[src/rtl/cp0_except_ctrl.sv]
// CP0 exception controller: exception entry/return, MTC0/MFC0 access, interrupts.
// Optional Count/Compare timer enabled by defining CP0_TIMER_EN.
module cp0_except_ctrl (
    input  logic        clk,
    input  logic        rst,
    input  logic [31:0] excepttype_i,
    input  logic [31:0] pc_i,
    input  logic        in_delayslot_i,
    input  logic [31:0] bad_addr_i,
    input  logic [5:0]  int_i,
    input  logic        we_i,
    input  logic [4:0]  waddr_i,
    input  logic [31:0] wdata_i,
    input  logic [4:0]  raddr_i,
    output logic [31:0] rdata_o,
    output logic [31:0] status_o,
    output logic [31:0] cause_o,
    output logic [31:0] epc_o,
    output logic        flush_o,
    output logic [31:0] newpc_o,
    output logic        timer_int_o
);

    localparam logic [31:0] EXC_INT  = 32'h1;
    localparam logic [31:0] EXC_ADEL = 32'h4;
    localparam logic [31:0] EXC_ADES = 32'h5;
    localparam logic [31:0] EXC_ERET = 32'he;
    localparam logic [31:0] EXC_VEC  = 32'hBFC00380;
    localparam logic [31:0] PRID     = 32'h00004220;
    localparam logic [31:0] ST_RST   = 32'h00400000;
    localparam logic [31:0] ST_MASK  = 32'h0000FF03;

    localparam logic [4:0] A_BADV = 5'd8;
    localparam logic [4:0] A_CNT  = 5'd9;
    localparam logic [4:0] A_CMP  = 5'd11;
    localparam logic [4:0] A_ST   = 5'd12;
    localparam logic [4:0] A_CAU  = 5'd13;
    localparam logic [4:0] A_EPC  = 5'd14;
    localparam logic [4:0] A_PRID = 5'd15;

    logic [31:0] r_status;
    logic [31:0] r_cause;
    logic [31:0] r_epc;
    logic [31:0] r_badvaddr;
    logic [31:0] w_count;
    logic [31:0] w_compare;
    logic        w_timer_int;
    logic        w_eret;
    logic        w_exc;
    logic        w_mtc0;
    logic        w_exl;
    logic [4:0]  w_exccode;

    assign flush_o   = (excepttype_i != 32'h0);
    assign w_eret    = (excepttype_i == EXC_ERET);
    assign w_exc     = flush_o && !w_eret;
    // Any exception or ERET in flight swallows a same-cycle MTC0
    assign w_mtc0    = we_i && !flush_o;
    assign w_exl     = r_status[1];
    assign w_exccode = (excepttype_i == EXC_INT) ? 5'd0 : excepttype_i[4:0];

    assign newpc_o = w_eret ? r_epc : (flush_o ? EXC_VEC : 32'h0);

`ifdef CP0_TIMER_EN
    logic [31:0] r_count;
    logic [31:0] r_compare;
    logic        r_timer_int;
    logic        r_tick;

    // Count runs at half clock rate; Compare write clears a pending tick
    always_ff @(posedge clk) begin
        if (rst) begin
            r_count     <= 32'h0;
            r_compare   <= 32'h0;
            r_timer_int <= 1'b0;
            r_tick      <= 1'b0;
        end else begin
            r_tick <= ~r_tick;
            if (w_mtc0 && waddr_i == A_CNT)
                r_count <= wdata_i;
            else if (r_tick)
                r_count <= r_count + 32'd1;
            if (w_mtc0 && waddr_i == A_CMP) begin
                r_compare   <= wdata_i;
                r_timer_int <= 1'b0;
            end else if (r_compare != 32'h0 && r_count == r_compare) begin
                r_timer_int <= 1'b1;
            end
        end
    end

    assign w_count     = r_count;
    assign w_compare   = r_compare;
    assign w_timer_int = r_timer_int;
`else
    assign w_count     = 32'h0;
    assign w_compare   = 32'h0;
    assign w_timer_int = 1'b0;
`endif

    assign timer_int_o = w_timer_int;

    // Status: EXL set on entry, cleared on ERET, partial MTC0 writes
    always_ff @(posedge clk) begin
        if (rst)
            r_status <= ST_RST;
        else if (w_exc)
            r_status[1] <= 1'b1;
        else if (w_eret)
            r_status[1] <= 1'b0;
        else if (w_mtc0 && waddr_i == A_ST)
            r_status <= (r_status & ~ST_MASK) | (wdata_i & ST_MASK);
    end

    // Cause: sample interrupt lines, record ExcCode/BD, software IP bits
    always_ff @(posedge clk) begin
        if (rst) begin
            r_cause <= 32'h0;
        end else begin
            r_cause[15:10] <= {int_i[5] | w_timer_int, int_i[4:0]};
            if (w_exc) begin
                r_cause[6:2] <= w_exccode;
                if (!w_exl)
                    r_cause[31] <= in_delayslot_i;
            end else if (w_mtc0 && waddr_i == A_CAU) begin
                r_cause[9:8] <= wdata_i[9:8];
            end
        end
    end

    // EPC: restart address on first-level entry, else MTC0
    always_ff @(posedge clk) begin
        if (rst)
            r_epc <= 32'h0;
        else if (w_exc && !w_exl)
            r_epc <= in_delayslot_i ? pc_i - 32'd4 : pc_i;
        else if (w_mtc0 && waddr_i == A_EPC)
            r_epc <= wdata_i;
    end

    // BadVAddr: captured on address errors only
    always_ff @(posedge clk) begin
        if (rst)
            r_badvaddr <= 32'h0;
        else if (excepttype_i == EXC_ADEL || excepttype_i == EXC_ADES)
            r_badvaddr <= bad_addr_i;
    end

    assign status_o = r_status;
    assign cause_o  = {r_cause[31], w_timer_int, r_cause[29:0]};
    assign epc_o    = r_epc;

    // MFC0 read mux; unimplemented addresses read as zero
    always_comb begin
        rdata_o = 32'h0;
        case (raddr_i)
            A_BADV:  rdata_o = r_badvaddr;
            A_CNT:   rdata_o = w_count;
            A_CMP:   rdata_o = w_compare;
            A_ST:    rdata_o = r_status;
            A_CAU:   rdata_o = cause_o;
            A_EPC:   rdata_o = r_epc;
            A_PRID:  rdata_o = PRID;
            default: rdata_o = 32'h0;
        endcase
    end

endmodule

[config.mk]
export PLATFORM = sky130hd
export DESIGN_NAME = cp0_except_ctrl
export DESIGN_NICKNAME = d
export VERILOG_FILES = /design/src/rtl/cp0_except_ctrl.sv
export SDC_FILE = /design/constraint.sdc
export NUM_CORES = 1
export LEC_CHECK = 0
export ABC_AREA = 1
export ABC_CLOCK_PERIOD_IN_PS = 2800
export BUFFER_PORTS_ARGS = -buffer_cell sky130_fd_sc_hd__clkbuf_2
export CORE_UTILIZATION = 25
export DETAILED_ROUTE_END_ITERATION = 8
export GPL_ROUTABILITY_DRIVEN = 0
export GPL_TIMING_DRIVEN = 0
export PLACE_DENSITY = 0.58
export SLEW_MARGIN = 20
export SYNTH_ARGS = -nofsm -noshare
export SYNTH_HDL_FRONTEND = slang
export SYNTH_SLANG_ARGS = --single-unit
[constraint.sdc]
create_clock -name clk -period 2.8 [get_ports clk]
set_input_delay 0.28 -clock clk [delete_from_list [all_inputs] [get_ports clk]]
set_output_delay 0.28 -clock clk [all_outputs]
set_load 0.02 [all_outputs]
### Word-level counts from Yosys, hierarchy flattened

Index checks and enable logic that the tools add are counted.

* register bits after elaboration: 110
* bits in latches: 0
* bits in writable memories: 0
* bits in read-only memories: 0
* input bits: 148
* output and inout bits: 162
* logic and storage cells: 51
* memories: 0

* add/sub/neg operators: 1
* $mul: 0
* div/mod/pow operators: 0
* magnitude comparators: 0
* equality and inequality tests: 12
* shifts and indexed selects: 0
* muxes and demuxes: 10
* bitwise gates (word level): 4
* reductions and logical operators: 16

Operators with widths (count)
* $mux 32: 5
* $pmux 32 s5: 1
* $eq 32x3->1 const B: 2
* $eq 5x4->1 const B: 8
* $eq 32x1->1 const B: 1
* $eq 32x4->1 const B: 1
* $or 32x16->32: 1
* $reduce_bool 32->1: 1
* $sub 32x3->32 const B: 1
* $logic_and 1x1->1: 6
* $mux 5: 1
* $reduce_and 2->1: 2
* $logic_not 1->1: 3
* $not 1->1: 3
* $reduce_and 3->1: 1
* $reduce_bool 3->1: 1
* $mux 1: 2
* $mux 2: 1
* $reduce_bool 2->1: 1
* $logic_or 1x1->1: 1

### Longest topological paths before layout

* depth in word-level cells: 7
* gate-level depth with buffers: 13
* mapped depth without buffers: 13

### Least setup slack after synthesis

OpenSTA, ideal clock, no wires.

* path kind: in2out
* start: input port raddr_i[3]
* end: output port rdata_o[13]
* arrival time: 1.588 ns
* required time: 2.520 ns
* path slack: 0.932 ns
* stages on the path: 8
* path buffers: 2
* cells stage by stage: inv_1 > nor2_1 > nand2_1 > nor2_1 > nand2_1 > clkbuf_1 > clkbuf_1 > o21ai_0

* longest elaborated chain between the ends: 2
* elaborated cells on any way between the ends: 6
* those cells by class: eq/ne: 5; mux: 1

RTL lines
* start, declared: line 14 `input logic [4:0] raddr_i,`
* $eq 5x4->1: line 156 `case (raddr_i)`
* $pmux 32 s5 *: line 156
* end, declared: line 15 `output logic [31:0] rdata_o,`

Every way passes the cells marked *; elsewhere a longest branch is shown, timed or not.

### Worst setup path after layout

* start: input port raddr_i[3]
* end: output port rdata_o[31]

The elaborated chain is that of the path after synthesis.

==> flow_summary.toml <==
[sta]
finalCriticalPeriod_ns = 2.56
hold_viol_final = 0
skew_ns = 0.00777
rsz0062_at_grt = "no"
maxSlewHeadroom = 0.406
finalSetupViolCount = 0
period_share = 0.914
tightest_slew_ns = 0.888
slew_violations = 0
max_freq_mhz = 391

[synthesis]
syn_inst = 957
synth_cell_types = 44
synth_edf_count = 0
ys_warn_count = 0
synth_seq_cells = 88
synth_flop_cell = "dfxtp_1"
synth-seq-area-share = 0.302
synth.most_common_cell = "nand2_1"
async_reset_ff_frac = 0
yosys-top-cells-area = "dfxtp_1 (30%), nand2_1 (13%), nor2_1 (13%)"
yosys-top-cells-count = "nand2_1 (203), nor2_1 (201), inv_1 (116), dfxtp_1 (88), o21ai_0 (75)"
yosysTopAreaCell = "dfxtp_1"
avgSynthCellArea_um2 = 6.09
synth_top_area_share = 0.302
synthesis.area_um2 = 5830

[power]
power.density_nw_per_um2 = 396
p_leak_nw = 4.06
power_mw = 3.17
worst_ir_drop_vdd_mv = 0.239

[cts]
cts_max_level = 3
cts_sinks = 88
cts_root_buf = "clkbuf_16"
post_cts_buffers = 0
cts_made_buffers = 9
clkLatencyLatePin_ns = 0.35
cts_buffer_depth = 2
clk_pin_slew_ns = 0.07
cts_tree = "done"

[drt]
antenna_left = 0
wl_per_cell_um = 16.3
dr.pass1.iters = 5
vias = 7004
first_iter_violations = 368
finalWirelength_um = 26000
route.detailed.drc = 0
viasPerCell = 4.40

[floorplanning]
start_util = 0.256
fp-row-count = 55
die_width_um = 155
dieArea_um2 = 23900
die_h_um = 155
ios = 310
core_area_um2 = 22800

[place]
dpl.hpwl_um = 21800
place_area_um2 = 7700
port_buffers = 267
dpl.cell_count = 1576

[worst_setup_path]
reg2reg_from = "status_o[1]$_SDFFE_PP0P_"
crit_path_end = "rdata_o[31]"
crit_arrival_ns = 2.28
crit_fanout = 10
worstRegToRegCells = 7
r2r_setup_slack_ns = 1.18
worstPathRequired_ns = 2.52
critical_path.endpoint_type = "primary output"
start_kind = "input pin"
worstSetupStartpoint = "raddr_i[3]"
worstSetupPathType = "input pin to primary output"
timing.rr.end = "epc_o[18]$_SDFFE_PP0P_"

[final_layout]
fin_area_um2 = 8000
drive_above_1_share = 0.286
antenna_cells = 0
final_cells = 1592
area_delta_synth_final_pct = 37.3
nets = 1423

[global_route]
antenna_found_initial = 0
grt_start_max_net_pins = 16
grt_pass1_wl_um = 38200
grt_pass1_vias = 6445
grt_overflow = 0
grt_usage = 0.213

[flow_run]
maxCapViolations = 0

[hold_path]
hp-class = "input pin to flip-flop"

[run_status]
status = "completed"
[routing by layer]
layer | track usage | wire length, um | vias to the layer above
li1 | - | - | 3559
met1 | 0.278 | 11800 | 3146
met2 | 0.351 | 12000 | 252
met3 | 0.0328 | 1370 | 47
met4 | 0.0868 | 811 | 0
met5 | 0 | 0 | -
[worst max-delay path: stages]
cell and delay [ns]:
clkbuf_2 0.07, inv_1 0.03, nor2_1 0.12, nand2_1 0.12
nor2_1 0.22, nand2_1 0.17, clkbuf_1 0.32, clkbuf_1 0.39
o211ai_1 0.33, clkbuf_2 0.22
[cells by family after synthesis]
logic type / synth area share
muxes: 0.00172
AOI/OAI and AO/OA: 0.128
other: 0.00129
buffers and inverters: 0.166
DFF: 0.302
xor gates and xnor gates: 0.0195
and+or+nand+nor: 0.379
adders and majority gates: 0.00215
[final cells by class]
class / count / area (um^2)
sequential: 88 / 1760
clock buffer: 11 / 253
multi-input combinational: 708 / 3250
tap: 313 / 392
inverter: 120 / 450
fill: 2547 / 14800
timing repair buffer: 267 / 1340
clock inverter: 5 / 40.0
buffer: 80 / 519
[report_power, final]
part	total, mW	switching, mW	internal (mW)	leakage [nW]
Combinational	0.628	0.395	0.233	3.19
Clock	1.21	0.549	0.657	0.146
Sequential	1.33	0.0432	1.29	0.720
[worst min path at each step]
| stage | startpoint | end | slack, ns | cells after the start |
|---|---|---|---|---|
| finish | int_i[2] | r_cause[12]$_SDFF_PP0_ | 0.11 | 3 |
| global route | int_i[5] | r_cause[15]$_SDFF_PP0_ | 0.12 | 3 |
| CTS | int_i[1] | r_cause[11]$_SDFF_PP0_ | 0.11 | 3 |
| detailed placement | status_o[13]$_SDFFE_PP0P_ | status_o[13]$_SDFFE_PP0P_ | 0.47 | 2 |
| global placement | r_badvaddr[26]$_SDFFE_PP0P_ | r_badvaddr[26]$_SDFFE_PP0P_ | 0.46 | 2 |
| floorplan | rst | r_cause[4]$_SDFFE_PP0N_ | 0.35 | 1 |
[per-stage QoR]
stage	TNS, ns	hold slack [ns]	worst slack, ns	util
2_1_floorplan	0	0.349	0.932	-
3_3_place_gp	-0.0147	0.463	-0.0147	0.338
4_1_cts	0	0.106	0.256	0.351
3_5_place_dp	-0.0190	0.470	-0.0190	0.338
6_report	0	0.114	0.242	0.351
5_1_grt	0	0.120	0.105	0.351
[registers in the layout (all words and copies together), names as in the netlist]
register    flops
epc_o          32
r_badvaddr     32
r_cause        14
status_o       10
[cells in the final DEF, fill, tap and decap left out, types with 3 or more instances in the layout]
cell type,instances
clkbuf_2,267
nand2_1,203
nor2_1,201
inv_1,116
dfxtp_1,88
o21ai_0,75
nand3_1,65
buf_4,44
conb_1,41
a21oi_1,22
o21ai_1,21
clkbuf_1,20
nand4_1,14
xor2_1,9
clkbuf_16,9
nor2_2,7
buf_2,7
buf_6,6
o211ai_1,5
o2111ai_1,5
nor3_1,4
xnor2_1,4
buf_1,3
inv_2,3
nor2_4,3
o21bai_1,3
clkinv_4,3
[repair_timing]
| action | 4_1_cts | 5_1_grt |
|---|---|---|
| endpoints found under the setup margin | 3 | 0 |
| hold buffers | 0 | 0 |
| hold endpoints to repair | 0 | 0 |
| resized for setup | 1 | 0 |
Power figures use the tool's default switching activity.
